`src/rtl/waveshaper_gen2.sv`:
```
// Registered waveshaper: turns the seq-div quotient and oscillator count into one scaled
// sample per clock. Shape changes are deferred to an oscillator period wrap.
//
// mode_q | meaning
// -------+------------------------------------------------------------
// OFF    | raw shape is 0; a new non-off request is taken on the next edge
// SQUARE | MAX while count is past half the period, else 0
// SAW    | quotient passed straight through
// TRI    | doubled quotient rising, mirrored falling, clamped to [0,MAX]
// PULSE  | MAX while quotient is below duty, else 0
// NOISE  | top bits of the Galois LFSR, advanced once per enabled wrap
module waveshaper_gen2 #(
  parameter int unsigned SW        = 8,
  parameter int unsigned CW        = 19,
  parameter logic [15:0] LFSR_SEED = 16'hACE1
) (
  input  logic          clk,
  input  logic          rst,
  input  logic          en,
  input  logic [2:0]    mode,
  input  logic [SW-1:0] Q,
  input  logic [CW-1:0] count,
  input  logic [CW-1:0] divisor,
  input  logic [SW-1:0] duty,
  input  logic [SW-1:0] volume,
  output logic [SW-1:0] sample,
  output logic          period_st
);

  typedef enum logic [2:0] {
    MODE_OFF    = 3'd0,
    MODE_SQUARE = 3'd1,
    MODE_SAW    = 3'd2,
    MODE_TRI    = 3'd3,
    MODE_PULSE  = 3'd4,
    MODE_NOISE  = 3'd5
  } mode_e;

  localparam logic [15:0] LFSR_MASK = 16'hB400;

  mode_e          mode_q, mode_d;
  logic [CW-1:0]  count_q, count_d;
  logic [15:0]    lfsr_q, lfsr_d;
  logic [SW-1:0]  sample_q, sample_d;
  logic           period_st_q, period_st_d;

  logic           wrap;
  logic [CW-1:0]  half;
  logic [SW-1:0]  max_c;
  logic [SW+1:0]  q2;
  logic [SW+1:0]  two_max;
  logic [SW+1:0]  fall_full;
  logic [SW:0]    rise;
  logic [SW:0]    fall;
  logic [SW:0]    raw;
  logic [SW:0]    vol_p1;
  logic [2*SW+1:0] prod;
  logic           unused_prod;

  // Wrap detection and mode/LFSR sequencing
  always_comb begin
    count_d     = count;
    wrap        = (count < count_q);
    period_st_d = wrap & en;

    mode_d = mode_q;
    if (mode == 3'd0 || mode >= 3'd6) begin
      mode_d = MODE_OFF;
    end else if (mode_q == MODE_OFF) begin
      mode_d = mode_e'(mode);
    end else if (wrap) begin
      mode_d = mode_e'(mode);
    end

    lfsr_d = lfsr_q;
    if (wrap && en) begin
      if (lfsr_q[0]) begin
        lfsr_d = {1'b0, lfsr_q[15:1]} ^ LFSR_MASK;
      end else begin
        lfsr_d = {1'b0, lfsr_q[15:1]};
      end
    end
  end

  // Shape generation uses the mode registered before this edge
  always_comb begin
    max_c   = '1;
    half    = divisor >> 1;
    q2      = {1'b0, Q, 1'b0};
    two_max = {1'b0, max_c, 1'b0};

    rise = (q2 > {2'b00, max_c}) ? {1'b0, max_c} : q2[SW:0];

    fall_full = '0;
    if (q2 < two_max) begin
      fall_full = two_max - q2;
    end
    fall = (fall_full > {2'b00, max_c}) ? {1'b0, max_c} : fall_full[SW:0];

    raw = '0;
    unique case (mode_q)
      MODE_SQUARE: raw = (count > half) ? {1'b0, max_c} : '0;
      MODE_SAW:    raw = {1'b0, Q};
      MODE_TRI:    raw = (count < half) ? rise : fall;
      MODE_PULSE:  raw = (Q < duty) ? {1'b0, max_c} : '0;
      MODE_NOISE:  raw = {1'b0, lfsr_q[15 -: SW]};
      default:     raw = '0;
    endcase
  end

  // Volume: (raw * (volume + 1)) >> SW, exact pass-through at full volume
  always_comb begin
    vol_p1   = {1'b0, volume} + {{SW{1'b0}}, 1'b1};
    prod     = {{(SW+1){1'b0}}, raw} * {{(SW+1){1'b0}}, vol_p1};
    sample_d = en ? prod[2*SW-1:SW] : '0;
  end

  assign unused_prod = ^{prod[2*SW+1:2*SW], prod[SW-1:0]};

  always_ff @(posedge clk or posedge rst) begin
    if (rst) begin
      mode_q      <= MODE_OFF;
      count_q     <= '0;
      lfsr_q      <= LFSR_SEED;
      sample_q    <= '0;
      period_st_q <= 1'b0;
    end else begin
      mode_q      <= mode_d;
      count_q     <= count_d;
      lfsr_q      <= lfsr_d;
      sample_q    <= sample_d;
      period_st_q <= period_st_d;
    end
  end

  assign sample    = sample_q;
  assign period_st = period_st_q;

endmodule

```
`config.mk`:
```
export PLATFORM = sky130hd
export DESIGN_NAME = waveshaper_gen2
export DESIGN_NICKNAME = d
export VERILOG_FILES = /design/src/rtl/waveshaper_gen2.sv
export SDC_FILE = /design/constraint.sdc
export NUM_CORES = 1
export LEC_CHECK = 0
export CORE_ASPECT_RATIO = 1.75
export CORE_MARGIN = 1.5
export CORE_UTILIZATION = 50
export CTS_CLUSTER_DIAMETER = 30
export DETAILED_ROUTE_END_ITERATION = 10
export GPL_ROUTABILITY_DRIVEN = 0
export GPL_TIMING_DRIVEN = 0
export PLACE_DENSITY = 0.78
export RECOVER_POWER = 100
export SETUP_SLACK_MARGIN = 0.5
export SYNTH_ARGS = -nofsm -noshare
export SYNTH_HDL_FRONTEND = slang
export SYNTH_SLANG_ARGS = --single-unit
export TNS_END_PERCENT = 10
```
`constraint.sdc`:
```
create_clock -name clk -period 5.6 [get_ports clk]
set_clock_uncertainty 0.2 [all_clocks]
set_input_delay 1.12 -clock clk [delete_from_list [all_inputs] [get_ports clk]]
set_output_delay 1.12 -clock clk [all_outputs]
set_load 0.02 [all_outputs]
```
Yosys cells after proc, flatten, opt, wreduce, memory -nomap -nowiden
Cells that the tools add are included.
{"block": "word_totals", "ff_bits": 47, "input_bits": 68, "out_inout_bits": 9}
{"block": "op_classes", "n_reduce_logical": 5, "n_bitwise": 2, "addsub": 2, "n_lt_le_gt_ge": 8, "n_eq_ne": 5, "multipliers": 1, "muxes": 12}
{"op": "$pmux 9 s5", "count": 1}
{"op": "$mux 9", "count": 3}
{"op": "$mux 8", "count": 3}
{"op": "$gt 19x18->1", "count": 1}
{"op": "$lt 19x18->1", "count": 1}
{"op": "$lt 19x19->1", "count": 1}
{"op": "$mul 9x9->16", "count": 1}
{"op": "$mux 16", "count": 1}
{"op": "$gt 10x8->1 const B", "count": 1}
{"op": "$mux 10", "count": 1}
{"op": "$sub 9x9->10 const A", "count": 1}
{"op": "$add 8x1->9 const B", "count": 1}
{"op": "$gt 9x8->1 const B", "count": 1}
{"op": "$lt 9x9->1 const B", "count": 1}
{"op": "$mux 3", "count": 3}
{"op": "$lt 8x8->1", "count": 1}
{"op": "$eq 3x2->1 const B", "count": 2}
{"op": "$eq 3x3->1 const B", "count": 2}
{"op": "$logic_not 3->1", "count": 2}
{"op": "$not 3->4", "count": 1}
{"op": "$eq 3x1->1 const B", "count": 1}
{"op": "$ge 3x3->1 const B", "count": 1}
{"op": "$reduce_bool 3->1", "count": 1}
{"op": "$and 1x1->1", "count": 1}
{"op": "2 further kinds", "count": 2}

Longest topological paths before layout
{"block": "depth", "word_depth": 8, "depth_mapped": 27, "ltp_nobuf": 27}

Worst setup path before layout
OpenSTA, ideal clock, no wires.
{"block": "synth_path", "path_type": "in2reg", "start": "input divisor[9]", "end": "register sample_q[7], in the netlist sample[7]", "n_path_buf": 0, "t_arrival_ns": 6.686, "stages": 25, "required_ns": 5.273, "path_slack_ns": -1.413, "cell_sequence": "inv_1 -> ha_1 -> a211oi_1 -> nor2_1 -> o31a_1 -> nor3_1 -> o21ai_4 -> a221o_1 -> a21oi_1 -> nor2_1 -> fa_1 -> inv_1 -> fa_1 -> inv_1 -> fa_1 -> inv_1 -> fa_1 -> inv_1 -> ha_1 -> nand2_1 -> o31a_4 -> o21ai_2 -> nand4_1 -> a21oi_1 -> nor3b_2"}
{"block": "synth_between", "elab_chain_cells": 5, "elab_cells_between_ends": 7, "cone_classes": "mul: 1; order compare: 2; mux: 4"}
{"element": "from (decl)", "line_no": "23", "rtl": "input logic [CW-1:0] divisor,"}
{"element": "$lt 19x18->1 / $gt 19x18->1 (equally long branches)", "line_no": "104, 102"}
{"element": "$mux 9 / $mux 8 (equally long branches)", "line_no": "104, 102"}
{"element": "$pmux 9 s5 (*)", "line_no": "101", "rtl": "unique case (mode_q)"}
{"element": "$mul 9x9->16 (*)", "line_no": "114", "rtl": "prod = {{(SW+1){1'b0}}, raw} * {{(SW+1){1'b0}}, vol_p1};"}
{"element": "$mux 8 (*)", "line_no": "115", "rtl": "sample_d = en ? prod[2*SW-1:SW] : '0;"}
{"element": "named net sample_d[7]", "line_no": "44", "rtl": "logic [SW-1:0] sample_q, sample_d;"}
{"element": "to (signal assigned)", "line_no": "131", "rtl": "sample_q <= sample_d;"}
{"element": "to (decl)", "line_no": "44"}
The timed path passes the listed nets; every way through them passes the cells marked *.
A chain may end at the register's enable or synchronous reset.

Worst setup path in the final report
{"block": "layout_path", "start": "input count[0]", "end": "register sample_q[7], in the netlist sample[7]"}
{"block": "layout_between", "elab_chain_cells": 5, "elab_cells_between_ends": 7, "cone_classes": "mul: 1; order compare: 2; mux: 4"}
{"element": "from (decl)", "line_no": "22", "rtl": "input logic [CW-1:0] count,"}
{"element": "$lt 19x18->1 / $gt 19x18->1 (equally long branches)", "line_no": "104, 102"}
{"element": "$mux 9 / $mux 8 (equally long branches)", "line_no": "104, 102"}
{"element": "$pmux 9 s5 (*)", "line_no": "101"}
{"element": "$mul 9x9->16 (*)", "line_no": "114"}
{"element": "$mux 8 (*)", "line_no": "115"}
{"element": "named net sample_d[7]", "line_no": "44"}
Marked as above.

==> out/summary.txt <==
Tightest Hold Check Type - flop to flop
Syn_nets - 714
Fin nets - 830
Post-route setup slack - -1.34 ns
Die area - 10800 sq um
Synth unique cells - 59
Setup violators final - 8
Ports - 77
CP max stage delay - 0.54 ns
Ant. Diodes - 0
Crit path kind - input pin to flop
Rows - 48
Gr usage total - 25.5%
CTS tree - built
Hold-fix buffers, CTS - 0
Design Power - 2.33 mW
Area contributors post-synth - dfrtp_1 19%, ha_1 18%, fa_1 16%, inv_1 7.0%, dfstp_2 4.1%
Synthesized area - 5080 sq um
Required @ worst endpoint - 5.58 ns
Startpoint Class - input pin
Drt first pass iters - 4
P&R area growth vs syn - 32.6%
Clock insertion delay at the later pin of the skew report - 0.29 ns
Final Util - 68.3%
First-pass GRT wire length - 21400 um
Mean Syn Cell Area - 9.58 sq um
Clock Pin Slew Worst Setup and Hold Paths - 0.07 ns
Antenna Nets Post-Route - 0
Tightest Pin Transition - 1.55 ns
Largest net degree at the start of global routing - 29
Most used cell along the critical path - fa_1
Critical-path top delay cell - fa_1
Post-synth top area share - 19.2%
Vias post-DR - 4272
Htree depth - 2
PD cells - 346 nW/um^2
Share of cells above drive strength 1 - 28.3%
WHS - 0.292 ns
Drt initial violations - 165
Vias in the first global route - 4907
Fin. Hold Viols - 0
Status - finished, violations left
Post-route setup TNS - -9.96 ns
Reg2reg setup slack - -0.36 ns
Core ar. - 9850 sq um
EDFF count, synth - 0
Worst ir drop on vdd - 0.000225 V
Failing checks - max-capacitance violations, max-slew violations, negative setup slack
Fmax - 144 MHz
DRC - 0
Initial antenna violation count - 0
Pins Over Slew Limit - 29
Tcrit/Tclk final - 124%
Gr ovfl total - 0
Root buffer cell - clkbuf_16
Synth Warn # - 0
Total Routed Length - 12600 um
Seq/Total Area, Yosys - 23.4%
CP top delay family - adder cells
FFs w/ async S/R, synth - 100%
Synth area leader - dfrtp_1
Syn Inst Count - 530
Clock Sinks - 47
Post-DP HPWL - 9710 um
Leak - 3.36 nW
Slew headroom - -3.44%
CP max FO - 8
Num CTS Buffers - 5
Bufs on Longest Clock Path - 2
Arrival @ worst endpoint - 6.92 ns
Chip Width - 79.2 um
Maxcap violations - 1
Unrepaired setup endpoints after global routing - true
Initial Utilization - 51.5%
Die Y-Extent - 136 um
Cells after DPL - 731
Avg WL per Cell - 16.3 um
Non-Filler Instances - 772
Commonest non-fill, non-tap cell in the layout - inv_1
Tmin final - 6.94 ns
Element type at the critical path end - flop
Most frequent cells in the layout - 75 x inv_1, 56 x ha_1, 54 x nor2_1
Prevailing post-synth register cell - dfrtp_1
Number of port buffers - 75
Vias per cell - 5.53
Register bit total from synthesis - 47
Buf/Inv on CP - 6
[stage by stage]
step	cell area, sq um	setup slack [ns]
2_1_floorplan	5320	-1.08
3_3_place_gp	6230	-2.19
3_5_place_dp	6250	-2.25
4_1_cts	6720	-1.36
5_1_grt	6730	-1.59
6_report	6730	-1.34
[report_power, final]
group	internal, mW	switching, mW
clock	0.213	0.136
sequential	0.448	0.0602
combinational	0.680	0.790
total	1.34	0.986
[worst paths after layout]
check / from / end / cells past startpoint
min in group asynchronous: rst / count_q[14]$_DFF_PP0_ / 2
max in group asynchronous: rst / mode_q[0]$_DFFE_PP0P_ / 3
worst min-delay path: lfsr_q[1]$_DFFE_PP0P_ / lfsr_q[1]$_DFFE_PP0P_ / 1
worst min register to register: lfsr_q[1]$_DFFE_PP0P_ / lfsr_q[1]$_DFFE_PP0P_ / 1
worst max-delay path: count[0] / sample[7]$_DFF_PP0_ / 28
worst max register to register: mode_q[2]$_DFFE_PP0P_ / sample[7]$_DFF_PP0_ / 20
[repair_timing]
action	in CTS	in global routing
setup endpoints to repair	8	8
pin swaps	57	12
setup buffers	28	5
gates resized for setup	179	7
[cells in the mapped netlist, types with 2 or more instances]
master / n
nand2_1: 22
mux2_1: 6
dfstp_2: 8
nor3b_1: 2
nand4_1: 5
nor3_1: 7
mux2_2: 7
dfrtp_1: 39
or2_2: 17
xor2_1: 8
a221o_1: 5
o21ai_0: 14
nand4b_1: 2
fa_1: 41
a211oi_1: 5
xnor2_1: 10
a21oi_1: 28
nand2b_1: 13
and2_1: 3
a21o_1: 15
o21ai_1: 2
inv_1: 95
nor2b_1: 3
nand3_1: 8
nor2_1: 55
ha_1: 75
o21ai_2: 3
[final cells by class]
class	instances	area [sq um]
Fill cell	761	3120
Timing Repair Buffer	109	916
Clock inverter	3	47.5
Multi-Input combinational cell	385	3910
Sequential cell	47	1190
Inverter	95	377
Clock buffer	5	125
Tap cell	125	156
Buffer	3	11.3
[sequential cells by signal, indices dropped and copies added, names as in the netlist]
register and count:
lfsr_q 16, sample 8, period_st 1, count_q 19, mode_q 3
[kinds of logic after synthesis]
logic type	Yosys count	share of synthesized area, %
multiplexers	13	2.88
AO/OA/AOI/OAI	91	13.2
buffers and inverters	98	7.47
XOR/XNOR	18	3.10
adder cells (fa/ha/maj)	116	34.6
flip-flops	47	23.4
AND/OR/NAND/NOR	147	15.3
[per-layer routing]
metal / vias to the layer above / GRT usage [%] / wire [um]
met3: 47 / 2.42 / 397
met2: 135 / 51.2 / 7320
met1: 2092 / 23.7 / 4190
met4: 0 / 15.6 / 670
met5: - / 0 / 0
li1: 1998 / - / -
[worst reg2reg max path, delay by kind of cell (launching register included)]
family          cells  cell delay, ns
flops               1            0.47
compound gates      5            1.06
buf+inv             3            0.16
simple gates        7            1.63
fa+ha+maj           5            2.35
No activity file was read; power rests on OpenSTA's default activity.
